[config.mk]
export PLATFORM = sky130hd
export DESIGN_NAME = wb_timer
export DESIGN_NICKNAME = d
export VERILOG_FILES = /design/src/rtl/wb_timer.sv
export SDC_FILE = /design/constraint.sdc
export NUM_CORES = 1
export LEC_CHECK = 0
export BUFFER_PORTS_ARGS = -buffer_cell sky130_fd_sc_hd__buf_2
export CAP_MARGIN = 20
export CORE_UTILIZATION = 52
export CTS_BUF_LIST = sky130_fd_sc_hd__clkbuf_16
export DETAILED_ROUTE_END_ITERATION = 6
export PLACE_DENSITY = 0.72
export SYNTH_ARGS = -nofsm -noshare
export SYNTH_HDL_FRONTEND = slang
export SYNTH_SLANG_ARGS = --single-unit
[constraint.sdc]
create_clock -name wb_clk_i -period 4.95 [get_ports wb_clk_i]
set_input_delay 0.99 -clock wb_clk_i [delete_from_list [all_inputs] [get_ports wb_clk_i]]
set_output_delay 0.99 -clock wb_clk_i [all_outputs]
set_load 0.1 [all_outputs]
[src/rtl/wb_timer.sv]
// wb_timer: Wishbone B3 classic slave timer for the nanorv32 SoC.
// 32-bit up-counter with prescaler, compare match flag and level interrupt.
// Register map (adr[3:2]): 0 CTRL, 1 COUNT, 2 COMPARE, 3 STATUS.
// Build option: define WB_TIMER_PRESCALER_EN to include the prescaler;
// without it the counter ticks every cycle while EN=1 and PRESCALE reads 0.
module wb_timer #(
  parameter int PRESCALE_WIDTH = 16
) (
  input  logic        wb_clk_i,
  input  logic        wb_rst_i,
  input  logic [31:0] wb_adr_i,
  input  logic [31:0] wb_dat_i,
  input  logic [3:0]  wb_sel_i,
  input  logic        wb_we_i,
  input  logic        wb_cyc_i,
  input  logic        wb_stb_i,
  input  logic [2:0]  wb_cti_i,
  input  logic [1:0]  wb_bte_i,
  output logic [31:0] wb_dat_o,
  output logic        wb_ack_o,
  output logic        wb_err_o,
  output logic        irq_o
);

  localparam logic [1:0] ADR_CTRL    = 2'd0;
  localparam logic [1:0] ADR_COUNT   = 2'd1;
  localparam logic [1:0] ADR_COMPARE = 2'd2;
  localparam logic [1:0] ADR_STATUS  = 2'd3;

  logic        ctrl_en;
  logic        ctrl_autoreload;
  logic        ctrl_irq_en;
  logic [31:0] count;
  logic [31:0] compare;
  logic        match;
  logic        irq_q;
  logic        tick;

  logic        accept;
  logic        wr_ctrl;
  logic        wr_count;
  logic        wr_compare;
  logic        wr_status;
  logic [31:0] ctrl_rd;
  logic [31:0] ctrl_wr;
  logic [31:0] rd_mux;
  logic [31:0] next_count;
  logic        hit;

  logic [PRESCALE_WIDTH-1:0] prescale;

  // cti/bte are ignored (every access is classic); only adr[3:2] decodes.
  wire unused_inputs = &{1'b0, wb_cti_i, wb_bte_i, wb_adr_i[31:4], wb_adr_i[1:0], ctrl_wr};

  function automatic logic [31:0] byte_merge(input logic [31:0] old_val,
                                             input logic [31:0] new_val,
                                             input logic [3:0]  sel);
    logic [31:0] res;
    for (int i = 0; i < 4; i++) begin
      res[8*i +: 8] = sel[i] ? new_val[8*i +: 8] : old_val[8*i +: 8];
    end
    return res;
  endfunction

  // The ack register gates acceptance so a held strobe is acked every other cycle.
  assign accept     = wb_cyc_i & wb_stb_i & ~wb_ack_o;
  assign wr_ctrl    = accept & wb_we_i & (wb_adr_i[3:2] == ADR_CTRL);
  assign wr_count   = accept & wb_we_i & (wb_adr_i[3:2] == ADR_COUNT);
  assign wr_compare = accept & wb_we_i & (wb_adr_i[3:2] == ADR_COMPARE);
  assign wr_status  = accept & wb_we_i & (wb_adr_i[3:2] == ADR_STATUS);

  assign next_count = count + 32'd1;
  assign hit        = tick & (next_count == compare);
  assign ctrl_wr    = byte_merge(ctrl_rd, wb_dat_i, wb_sel_i);

  assign wb_err_o   = 1'b0;
  assign irq_o      = irq_q;

  // Assemble the CTRL read view; unimplemented bits read as zero.
  always_comb begin
    ctrl_rd                          = '0;
    ctrl_rd[0]                       = ctrl_en;
    ctrl_rd[1]                       = ctrl_autoreload;
    ctrl_rd[2]                       = ctrl_irq_en;
    ctrl_rd[16 +: PRESCALE_WIDTH]    = prescale;
  end

`ifdef WB_TIMER_PRESCALER_EN
  logic [PRESCALE_WIDTH-1:0] pre_cnt;

  assign tick = ctrl_en & (pre_cnt == prescale);

  // Prescale reload field and counter; any CTRL write restarts the prescale phase.
  always_ff @(posedge wb_clk_i) begin
    if (wb_rst_i) begin
      prescale <= '0;
      pre_cnt  <= '0;
    end else begin
      if (wr_ctrl) prescale <= ctrl_wr[16 +: PRESCALE_WIDTH];
      if (wr_ctrl || !ctrl_en || tick) pre_cnt <= '0;
      else                             pre_cnt <= pre_cnt + 1'b1;
    end
  end
`else
  assign prescale = '0;
  assign tick     = ctrl_en;
`endif

  // CTRL mode bits.
  always_ff @(posedge wb_clk_i) begin
    if (wb_rst_i) begin
      ctrl_en         <= 1'b0;
      ctrl_autoreload <= 1'b0;
      ctrl_irq_en     <= 1'b0;
    end else if (wr_ctrl) begin
      ctrl_en         <= ctrl_wr[0];
      ctrl_autoreload <= ctrl_wr[1];
      ctrl_irq_en     <= ctrl_wr[2];
    end
  end

  // Counter, compare and match flag; a bus write to COUNT overrides the tick.
  always_ff @(posedge wb_clk_i) begin
    if (wb_rst_i) begin
      count   <= '0;
      compare <= '1;
      match   <= 1'b0;
    end else begin
      if (wr_count)  count <= byte_merge(count, wb_dat_i, wb_sel_i);
      else if (tick) count <= (hit && ctrl_autoreload) ? 32'd0 : next_count;

      if (wr_compare) compare <= byte_merge(compare, wb_dat_i, wb_sel_i);

      // A match set in the same cycle as a W1C keeps the flag set.
      if (hit)                                        match <= 1'b1;
      else if (wr_status && wb_sel_i[0] && wb_dat_i[0]) match <= 1'b0;
    end
  end

  // Interrupt is registered from state only, so no bus-to-irq combinational path.
  always_ff @(posedge wb_clk_i) begin
    if (wb_rst_i) irq_q <= 1'b0;
    else          irq_q <= match & ctrl_irq_en;
  end

  // Read data select; reflects register contents before this edge's update.
  always_comb begin
    rd_mux = '0;
    case (wb_adr_i[3:2])
      ADR_CTRL:    rd_mux = ctrl_rd;
      ADR_COUNT:   rd_mux = count;
      ADR_COMPARE: rd_mux = compare;
      ADR_STATUS:  rd_mux = {31'd0, match};
      default:     rd_mux = '0;
    endcase
  end

  // Single-cycle registered acknowledge with read data captured on accept.
  always_ff @(posedge wb_clk_i) begin
    if (wb_rst_i) begin
      wb_ack_o <= 1'b0;
      wb_dat_o <= '0;
    end else begin
      wb_ack_o <= accept;
      if (accept) wb_dat_o <= rd_mux;
    end
  end

endmodule

==> impl_metrics.py <==
metrics = {
    "run_status": {
        "run_status": "finished, final reports clean",
    },
    "job": {
        "drv.max_cap_violation_count": 0,
    },
    "timing": {
        "hold_vio_cnt_final": 0,
        "clock-skew-final_ps": 9.84,
        "timing_limited_maximum_frequency_ghz": 0.244,
        "setup_viol": 0,
        "final.min_clock_period_ps": 4090,
        "final.setup.tns_ps": 0,
        "actual_transition_at_the_worst_max_transition_pin_ps": 944,
        "final_min_period_over_clock_period_pct": 82.7,
        "finalMaxSlewViolations": 0,
        "grt_setup_unrepaired": "no",
        "slew_headroom_pct": 37.0,
    },
    "power_and_ir_drop": {
        "int_power_mw": 1.33,
        "power_density_mw_per_mm2": 264,
        "net-switching-power_mw": 0.605,
        "power.switching_fraction_pct": 31.3,
        "pwr-share-seq_pct": 46.1,
        "cellLeakagePower_nw": 2.73,
        "p_comb_share_pct": 16.8,
        "p_clk_share_pct": 37.2,
        "ir_worst_vdd_mv": 0.166,
    },
    "clock_tree": {
        "tritoncts.num_buffers": 9,
        "ctsResizeCount": 0,
        "cts_buffer_depth": 2,
        "worstSkewPairLatency_ps": 360,
        "cts-root-buf": "clkbuf_16",
        "worst_setup_hold_path_clk_slew_ps": 70,
        "cts_setup_buffers": 0,
        "hold_buffers": 0,
        "cts_htree_levels": 3,
        "cts.sinks": 102,
        "cts_tree": "built",
    },
    "synthesis": {
        "synth.cell_area_mm2": 0.00661,
        "ys_types": 69,
        "ys_seq_elements": 102,
        "syn_area_per_cell_um2": 7.56,
        "yosysSeqAreaShare_pct": 30.9,
        "post_synth_inst_count": 875,
        "synth-edff-count": 0,
        "synth-async-reset-ratio_pct": 0,
        "flip_flop_cell_with_the_highest_count_after_synthesis": "dfxtp_1",
        "synthesis.nets": 954,
        "synthesis.yosys.warnings": 0,
    },
    "global_routing": {
        "grt_first_pass_wirelength_um": 33000,
        "grtUsageMet3_pct": 4.16,
        "global_route.usage.met1_pct": 44.1,
        "grt_start_max_net_pins": 43,
        "grt_overflow": 0,
        "grt_use_met2_pct": 51.3,
        "grt.busiest_layer": "met2",
        "via_count_of_the_first_global_routing_pass": 6363,
        "grt_util_all_layers_pct": 32.0,
        "grt_antenna_before_repair": 0,
    },
    "setup_path": {
        "arrival_ps": 4300,
        "crit_type": "reg2reg",
        "crit_path_end_kind": "register",
        "critical_path.slowest_cell": "nor4_4",
        "worstPathCellList": "ha_1 > nand4_2 > nor3_4 > nand3_1 > xnor2_1 > nand4_1 > nor4_4 > nand3_2 > a32oi_1 > a211oi_1",
        "worst-path-max-fanout": 14,
        "critPathLaunchType": "register",
        "max_stage_delay_on_crit_path_ps": 660,
        "cpLargestDelayFamily": "simple AND/OR/NAND/NOR gates",
        "critical_path.n_buffers_inverters": 0,
        "worstPathRequired_ps": 5160,
    },
    "finish": {
        "final_net_count": 981,
        "area_growth_syn_to_layout_pct": 10.5,
        "fill_cells": 1170,
        "antenna-diode-count": 0,
        "post_layout_instance_count_excluding_filler_cells": 1075,
        "share_of_cells_above_drive_strength_1_pct": 14.7,
    },
    "route": {
        "drt_first_iter_violations": 629,
        "avgRoutedWirePerCell_um": 18.8,
        "via_count": 6953,
        "detailedRoute.firstPassIterationCount": 5,
        "route.final.wire_length_um": 20200,
        "vias_per_cell": 6.47,
        "number_of_routed_nets_with_antenna_violations": 0,
        "post-route-drc-count": 0,
    },
    "die": {
        "die_h_um": 115,
        "die_area_mm2": 0.0132,
        "placementRows": 40,
        "initial_core_util_pct": 54.2,
        "chipWidth_um": 115,
        "core_area_mm2": 0.0122,
        "floorplan.io_pins": 113,
    },
    "placed_design": {
        "finalWeightedCongestion": 0.985,
        "dp.cells": 1058,
        "dpl.hpwl_um": 14700,
        "io_buffer_count": 76,
    },
    "min_path": {
        "worst_hold_path_type": "reg2reg",
    },
}
-- metal layers --
layer  routed length [µm]  share of wire, %
met5                    0                 0
met4                  337               1.7
met3                 1550               7.6
met2                 9220                46
met1                 9140                45
-- metrics by stage --
stage               cell area, µm²  util [%]  setup slack, ps  hold WS (ps)  total power, mW
finish                        7310      59.8              856           471             1.93
global placement              7010      57.4              895           448             1.22
floorplan                     6610         -             1990           416             1.16
CTS                           7300      59.8              913           462             1.93
global route                  7310      59.8              507           486             2.00
detailed placement            7010      57.4              934           447             1.23
-- cell usage after synthesis, types with 3 or more instances --
library cell  count  area, µm²
a211oi_1         40        300
a21oi_1          24        120
a22oi_1          36        270
a31oi_1           7       43.8
a32oi_1           3       26.3
and2_1            9       56.3
and3_1           13       81.3
and4_1            7       61.3
buf_1             5       18.8
buf_2            16       80.1
buf_4             4       30.0
clkbuf_1         51        191
dfxtp_1         102       2040
inv_1            16       60.1
mux2i_1           7       70.1
nand2_1         137        514
nand2b_1         11       68.8
nand3_1          46        230
nand3_2           3       30.0
nand3b_1         33        248
nand4_1          43        269
nand4_2           3       37.5
nor2_1           64        240
nor2b_1           5       31.3
nor3_1           13       65.1
nor3b_1           4       30.0
nor4_1            6       37.5
nor4_4            3       63.8
nor4b_1           3       26.3
o2111ai_1         3       26.3
o211ai_1          3       22.5
o21ai_0          36        180
o21ai_1           3       15.0
o31ai_1          16        120
o41ai_1          14        123
or3_1             4       25.0
or4_1             3       22.5
xnor2_1          21        184
xor2_1           18        158
-- sequential cells by signal, summed over array words and instances, names as in the netlist --
name / flops
ctrl_autoreload: 1
match: 1
wb_ack_o: 1
ctrl_irq_en: 1
ctrl_en: 1
irq_o: 1
compare: 32
count: 32
wb_dat_o: 32
-- path summary, 6_finish.rpt --
kind              startpoint  endpoint  slack, ps  cells past startpoint
setup / recovery    count[0]  count[1]        860                     10
hold / removal         match     irq_o        470                      2
setup reg to reg    count[0]  count[1]        860                     10
hold reg to reg        match     irq_o        470                      2
-- worst register-to-register path: stages (launching register included) --
cell      delay (ps)
dfxtp_1          560
ha_1             450
nand4_2          250
nor3_4           540
nand3_1          170
xnor2_1          270
nand4_1          190
nor4_4           660
nand3_2          430
a32oi_1          330
a211oi_1          90
-- cell type report --
cell class | count | area, µm² | area share (%)
tap | 168 | 210 | 2.88
multi-input combinational | 680 | 4200 | 57.4
clock inverter | 7 | 66.3 | 0.908
clock buffer | 9 | 225 | 3.08
sequential | 102 | 2040 | 27.9
timing repair buffer | 93 | 505 | 6.92
inverter | 16 | 60.1 | 0.822
-- power by group through the flow --
stage                     combinational (mW)  clock (mW)  sequential, mW
after floorplan                        0.149           0            1.01
after global placement                 0.317           0           0.906
after detailed placement               0.321           0           0.907
after CTS                              0.322       0.720           0.888
after global routing                   0.346       0.755           0.895
final                                  0.324       0.717           0.889
-- cells in the final DEF, fill, tap and decap left out, drive strengths merged, types with 3 or more instances in the layout --
master,count
a32oi,3
clkbuf,9
a31oi,7
nand2,138
nand2b,11
a21oi,24
inv,17
o31ai,16
nand3,50
nor3,15
xor2,18
nor3b,4
o41ai,14
nand4,47
and2,11
a31o,4
o211ai,3
buf,93
mux2i,7
o2111ai,3
and3,13
nand3b,33
nor4b,3
o311ai,4
nor2,65
a211oi,40
or4,4
xnor2,21
nor2b,5
and4,7
or3,4
nor4,10
o21ai,39
a22oi,36
clkinv,3
dfxtp,102
-- cell families after synthesis --
group	share of synthesized area (%)
and+or+nand+nor	34.9
muxes	1.40
adders and majority gates	0.189
AOI/OAI and AO/OA	21.5
DFF	30.9
buffers and inverters	5.92
other	0.0567
xor gates and xnor gates	5.16
Power figures use the tool's default switching activity.
